File: src/rtl/npc_pkg.sv
// npc_pkg: shared constants and types for the next-PC predictor.
// BTB geometry defaults, 2-bit counter encodings, counter reset/allocate
// values and the sequential fetch increment.
package npc_pkg;

  localparam int NPC_BTB_ENTRIES_DEF = 16;
  localparam int NPC_TAG_W_DEF       = 10;

  // Two-bit direction counter encodings; bit 1 is the taken prediction.
  typedef enum logic [1:0] {
    CTR_SNT = 2'b00,
    CTR_WNT = 2'b01,
    CTR_WT  = 2'b10,
    CTR_ST  = 2'b11
  } npc_ctr_e;

  localparam npc_ctr_e NPC_CTR_RESET = CTR_WNT;
  localparam npc_ctr_e NPC_CTR_ALLOC = CTR_WT;

  localparam logic [63:0] NPC_FETCH_INC = 64'd4;

endpackage : npc_pkg

File: src/rtl/npc_sat_ctr.sv
// npc_sat_ctr: 2-bit saturating direction counter for one BTB entry.
// load_i has priority over inc_i/dec_i; inc and dec saturate at ST/SNT.
module npc_sat_ctr
  import npc_pkg::*;
(
  input  logic       clk_i,
  input  logic       rst_n_i,
  input  logic       inc_i,
  input  logic       dec_i,
  input  logic       load_i,
  input  logic [1:0] load_val_i,
  output logic [1:0] ctr_o
);

  logic [1:0] ctr_q;
  logic [1:0] ctr_d;

  // Next counter value: load wins, otherwise saturating step.
  always_comb begin
    ctr_d = ctr_q;
    if (load_i) begin
      ctr_d = load_val_i;
    end else if (inc_i) begin
      if (ctr_q != CTR_ST) ctr_d = ctr_q + 2'd1;
    end else if (dec_i) begin
      if (ctr_q != CTR_SNT) ctr_d = ctr_q - 2'd1;
    end
  end

  // Counter register, reset to weakly-not-taken.
  always_ff @(posedge clk_i or negedge rst_n_i) begin
    if (!rst_n_i) ctr_q <= NPC_CTR_RESET;
    else          ctr_q <= ctr_d;
  end

  assign ctr_o = ctr_q;

endmodule : npc_sat_ctr

File: src/rtl/npc_pred.sv
// npc_pred: direct-mapped BTB next-PC predictor.
// Lookup is a zero-latency combinational read at pc_s0_i; training comes
// from retired control transfers and is written at the clock edge.
// Optional feature macro NPC_BTB_CTR_EN: per-entry 2-bit direction
// counters (npc_sat_ctr). Without it every hit predicts taken and a
// not-taken hit evicts the entry.
//
// Update strobe: upd_vld_rt_i is a single-cycle qualifier with no
// back-pressure; the update fields are sampled on every rising edge where
// it is high, and the predictor always accepts it (inval_all_i or reset
// drops it).
module npc_pred
  import npc_pkg::*;
#(
  parameter int BTB_ENTRIES = NPC_BTB_ENTRIES_DEF,
  parameter int TAG_W       = NPC_TAG_W_DEF
) (
  input  logic        clock,
  input  logic        reset_n,
  input  logic [63:0] pc_s0_i,
  input  logic        upd_vld_rt_i,
  input  logic [63:0] upd_pc_rt_i,
  input  logic [63:0] upd_tgt_rt_i,
  input  logic        upd_taken_rt_i,
  input  logic        inval_all_i,
  output logic [63:0] branch_pc_f0_o,
  output logic        pred_taken_f0_o,
  output logic        btb_hit_f0_o
);

  localparam int IDX_W  = $clog2(BTB_ENTRIES);
  localparam int TAG_LO = IDX_W + 2;
  localparam int TAG_HI = IDX_W + 1 + TAG_W;

  logic [BTB_ENTRIES-1:0] valid_q;
  logic [BTB_ENTRIES-1:0] valid_d;
  logic [TAG_W-1:0]       tag_q [BTB_ENTRIES];
  logic [63:0]            tgt_q [BTB_ENTRIES];

  logic [IDX_W-1:0] l_idx;
  logic [TAG_W-1:0] l_tag;
  logic [IDX_W-1:0] u_idx;
  logic [TAG_W-1:0] u_tag;
  logic             u_hit;
  logic             upd_ok;
  logic             alloc_en;
  logic             hit_upd_en;
  logic             tgt_we;
  logic             unused_pc_bits;

  // PC bits outside the index/tag fields do not take part in the lookup.
  assign unused_pc_bits = ^{pc_s0_i[63:TAG_HI+1], pc_s0_i[1:0],
                            upd_pc_rt_i[63:TAG_HI+1], upd_pc_rt_i[1:0]};

  assign l_idx = pc_s0_i[IDX_W+1:2];
  assign l_tag = pc_s0_i[TAG_HI:TAG_LO];
  assign u_idx = upd_pc_rt_i[IDX_W+1:2];
  assign u_tag = upd_pc_rt_i[TAG_HI:TAG_LO];

  assign btb_hit_f0_o = valid_q[l_idx] && (tag_q[l_idx] == l_tag);
  assign u_hit        = valid_q[u_idx] && (tag_q[u_idx] == u_tag);

  // Invalidate-all and reset both swallow a same-cycle update.
  assign upd_ok     = upd_vld_rt_i && !inval_all_i && reset_n;
  assign alloc_en   = upd_ok && !u_hit && upd_taken_rt_i;
  assign hit_upd_en = upd_ok && u_hit;
  assign tgt_we     = alloc_en || (hit_upd_en && upd_taken_rt_i);

`ifdef NPC_BTB_CTR_EN
  logic [1:0] ctr_q [BTB_ENTRIES];

  for (genvar i = 0; i < BTB_ENTRIES; i++) begin : g_ctr
    localparam logic [IDX_W-1:0] ENT_IDX = IDX_W'(i);
    logic sel;
    assign sel = (u_idx == ENT_IDX);

    npc_sat_ctr u_ctr (
      .clk_i      (clock),
      .rst_n_i    (reset_n),
      .inc_i      (hit_upd_en && upd_taken_rt_i && sel),
      .dec_i      (hit_upd_en && !upd_taken_rt_i && sel),
      .load_i     (alloc_en && sel),
      .load_val_i (NPC_CTR_ALLOC),
      .ctr_o      (ctr_q[i])
    );
  end

  assign pred_taken_f0_o = btb_hit_f0_o && ctr_q[l_idx][1];
`else
  assign pred_taken_f0_o = btb_hit_f0_o;
`endif

  assign branch_pc_f0_o = pred_taken_f0_o ? tgt_q[l_idx]
                                          : (pc_s0_i + NPC_FETCH_INC);

  // Next valid bits: flash-clear, allocation, and (counterless) eviction.
  always_comb begin
    valid_d = valid_q;
    if (inval_all_i) begin
      valid_d = '0;
    end else begin
      if (alloc_en) valid_d[u_idx] = 1'b1;
`ifndef NPC_BTB_CTR_EN
      if (hit_upd_en && !upd_taken_rt_i) valid_d[u_idx] = 1'b0;
`endif
    end
  end

  // Valid bits: the only table state that needs a reset.
  always_ff @(posedge clock or negedge reset_n) begin
    if (!reset_n) valid_q <= '0;
    else          valid_q <= valid_d;
  end

  // Tag and target arrays: written on allocation / taken hit, no reset.
  always_ff @(posedge clock) begin
    if (alloc_en) tag_q[u_idx] <= u_tag;
    if (tgt_we)   tgt_q[u_idx] <= upd_tgt_rt_i;
  end

endmodule : npc_pred

File: config.mk
export PLATFORM = sky130hd
export DESIGN_NAME = npc_pred
export DESIGN_NICKNAME = d
export VERILOG_FILES = /design/src/rtl/npc_pkg.sv /design/src/rtl/npc_sat_ctr.sv /design/src/rtl/npc_pred.sv
export SDC_FILE = /design/constraint.sdc
export NUM_CORES = 1
export LEC_CHECK = 0
export BUFFER_PORTS_ARGS = -buffer_cell sky130_fd_sc_hd__buf_2
export CAP_MARGIN = 20
export CELL_PAD_IN_SITES_DETAIL_PLACEMENT = 1
export CELL_PAD_IN_SITES_GLOBAL_PLACEMENT = 1
export CORE_MARGIN = 2
export CORE_UTILIZATION = 45
export DETAILED_ROUTE_END_ITERATION = 8
export PLACE_DENSITY_LB_ADDON = 0.1
export SYNTH_ARGS = -nofsm -noshare
export SYNTH_HDL_FRONTEND = slang
export SYNTH_SLANG_ARGS = --single-unit
File: constraint.sdc
create_clock -name clock -period 10.1 [get_ports clock]
set_input_delay 2.02 -clock clock [delete_from_list [all_inputs] [get_ports clock]]
set_output_delay 2.02 -clock clock [all_outputs]
set_load 0.05 [all_outputs]
==> flow_summary.toml <==
[detailed_routing]
drtIter0Drc = 2356
ant_nets = 0
first_pass_iters = 5
wl_mm = 129
drc = 0
post_drt_wl_per_cell_um = 31.1
vias = 24400
via_per_inst = 5.91

[hold_path]
worstHoldStart = "valid_q[14]"
hp-class = "reg2reg"

[place]
io_buffers = 212
place_worst_setup_slack_ns = 1.89
place_congestion = 0.791
dp_hpwl_mm = 70.9

[sta]
rsz0062_at_grt = "no"
tightest_slew_ns = 1.05
fin_crit_sh = 0.799
setup_viol = 0
worst_slack_ns = 2.04
tns_ns = 0
period_needed_ns = 8.06
finalMaxSlewViolations = 0
max-slew-margin-rel = 0.300
hold_viol_final = 0
finalClockSkew_ns = 0.0142
fmax_ghz = 0.124

[synthesis]
yosysWarnings = 0
synthesis.area_um2 = 49800
synthDistinctLibCells = 68
synthesis.nets = 2485
synth.avg_cell_area_um2 = 21.8
synth_edf_count = 1184
synth_seq_cells = 1200
synth_top_area_frac = 0.714
yosysTopAreaCell = "edfxtp_1"
yosysSeqAreaShare = 0.722
ys_top_cells_by_area = "edfxtp_1 (71%), mux4_2 (17%), mux2_4 (1.8%), mux2i_1 (0.96%), xnor2_1 (0.90%)"
synth_flop_cell = "edfxtp_1"
syn_inst = 2287
synth-async-reset-ratio = 0.0133

[floorplan]
core_area_um2 = 110000
dieArea_um2 = 113000
initial_core_util = 0.452
die_width_um = 337
io_pins = 263
rows = 122
fp.dieH_um = 337

[cts]
cts_buffer_depth = 3
cts_tree = "yes"
ctsHoldBuffers = 0
clkSlewWorstSetupHoldPaths_ns = 0.07
insertion_delay_ns = 0.73
cts_max_level = 3
cts_resized = 0
cts_buffers = 119
postCtsSetupBuffers = 0
root_buffer = "clkbuf_16"
clock_sinks = 1200

[worst_setup_path]
worst-path-buf-inv = 2
path_cells = "buf_8 -> and2_0 -> nand4_1 -> nor4_4 -> nand4_1 -> nor3_1 -> xor2_1 -> mux2_2 -> buf_2"
crit_path_frequent_cell = "nand4_1"
crit_required_ns = 8.08
crit_path_start_kind = "input pin"
rrSetupSlack_ns = 6.41
r2r_end = "tag_q[2][1]"
crit_path_end_kind = "primary output"
cp_slowest_cell = "nor4_4"
worstPathArrival_ns = 6.04
cpPeakStageDelay_ns = 0.68
crit_end = "branch_pc_f0_o[63]"
cp_top_family = "simple AND/OR/NAND/NOR gates"
r2r_cells = 7
path_max_fanout = 75
crit_type = "in2out"
rr_startpoint = "tag_q[1][4]"
worstSetupPathDepth = 9
startpoint = "pc_s0_i[3]"

[power]
power_mw = 10.6
total_leakage_power_nw = 18.2
ir_worst_vdd_v = 0.000159
p_per_area_nw_per_um2 = 187

[grt]
grt_max_degree = 104
grt_overflow = 0
antenna_found_initial = 17
first_global_vias = 26300
grt_pass1_wl_mm = 187
grt_usage = 0.232

[outcome]
status = "finished, final reports clean"

[finish]
utilization = 0.513
syn_to_final_growth_pct = 13.6
layout_commonest_cell = "edfxtp_1"
final_cell_mix = "edfxtp_1 (1,184), mux4_2 (384), buf_2 (208)"
nets = 2739
fillers = 9708
drive_above_1_share = 0.352

[run]
maxCapViolations = 0
==> cells in the mapped netlist, drive strengths merged, types with 2 or more instances <==
master      n
edfxtp   1184
and2        6
a211oi      7
o31ai      16
nor2       45
xnor2      52
o32ai       2
nand4      18
nor2b      12
a221oi     15
clkbuf     51
mux4      390
inv        46
mux2       81
o2bb2ai     2
o21ai       6
a21oi       6
o22ai      11
a2bb2oi     2
or3         2
a22oi       4
buf        83
and4        4
and3       13
nor3b       2
nor3       24
nor4       12
or2         2
a2111oi     3
dfrtp      16
nand3b      2
xor2       27
o21a        2
nand3      29
nand2b      6
mux2i      48
nand2      34
==> area by class of cell <==
type	count	area (µm²)	share of cell area
Clock inverter	87	867	0.0153
Sequential cell	1200	36000	0.636
Multi-Input combinational cell	907	13100	0.232
Tap cell	1488	1860	0.0329
Clock buffer	139	3070	0.0543
Inverter	46	173	0.00305
Timing Repair Buffer	267	1530	0.0270
Antenna cell	4	10.0	0.000177
==> flip-flops by register name, summed over array words and instances, names as in the netlist <==
name / flops
tgt_q: 1024
valid_q: 16
tag_q: 160
==> per-layer routing <==
metal,up-vias,GRT usage,share of wire
met5,-,0,0.00069
met4,14,0.0555,0.021
li1,10200,-,-
met3,174,0.0382,0.051
met2,676,0.394,0.51
met1,13400,0.314,0.42
==> worst min-delay path by stage <==
| stage | cells past startpoint | slack [ns] | end |
|---|---|---|---|
| after detailed placement | 2 | 0.53 | valid_q[14] |
| after global routing | 2 | 0.56 | valid_q[14] |
| after CTS | 2 | 0.54 | valid_q[14] |
| after floorplan | 2 | 0.50 | valid_q[14] |
| final | 2 | 0.54 | valid_q[14] |
| after global placement | 2 | 0.53 | valid_q[12] |
==> logic make-up (layout without fill, tap and decap cells) <==
family	count (synthesis)	in the layout	share of synthesized area
DFF	1200	1200	0.722
buffers and inverters	180	539	0.0182
adders and majority gates	1	1	0.000251
xor gates and xnor gates	79	79	0.0140
muxes	519	519	0.209
AOI/OAI and AO/OA	93	93	0.0141
other	0	4	0
and+or+nand+nor	215	215	0.0225
==> worst register-to-register path, stage by stage (launching register included) <==
cell      delay (ns)
edfxtp_1        0.40
mux4_2          0.47
mux2i_1         0.25
xnor2_1         0.16
nand2_1         0.14
o41a_1          0.76
o31ai_1         0.57
inv_1           0.53
==> metrics by stage <==
stage	hold slack (ns)	cells	area, µm²
after detailed placement	0.533	3908	52600
final	0.539	4138	56600
after global routing	0.558	4134	56600
after CTS	0.542	4134	56600
after global placement	0.529	3907	52600
after floorplan	0.496	2287	49800
==> where the power goes <==
group	internal [mW]	total, mW	leakage [nW]	switching (mW)
registers	5.49	5.49	10.9	0.00501
clock network	2.58	4.48	1.93	1.90
logic	0.251	0.626	5.39	0.375
total	8.32	10.6	18.2	2.28
(Power assumes the default switching activity.)
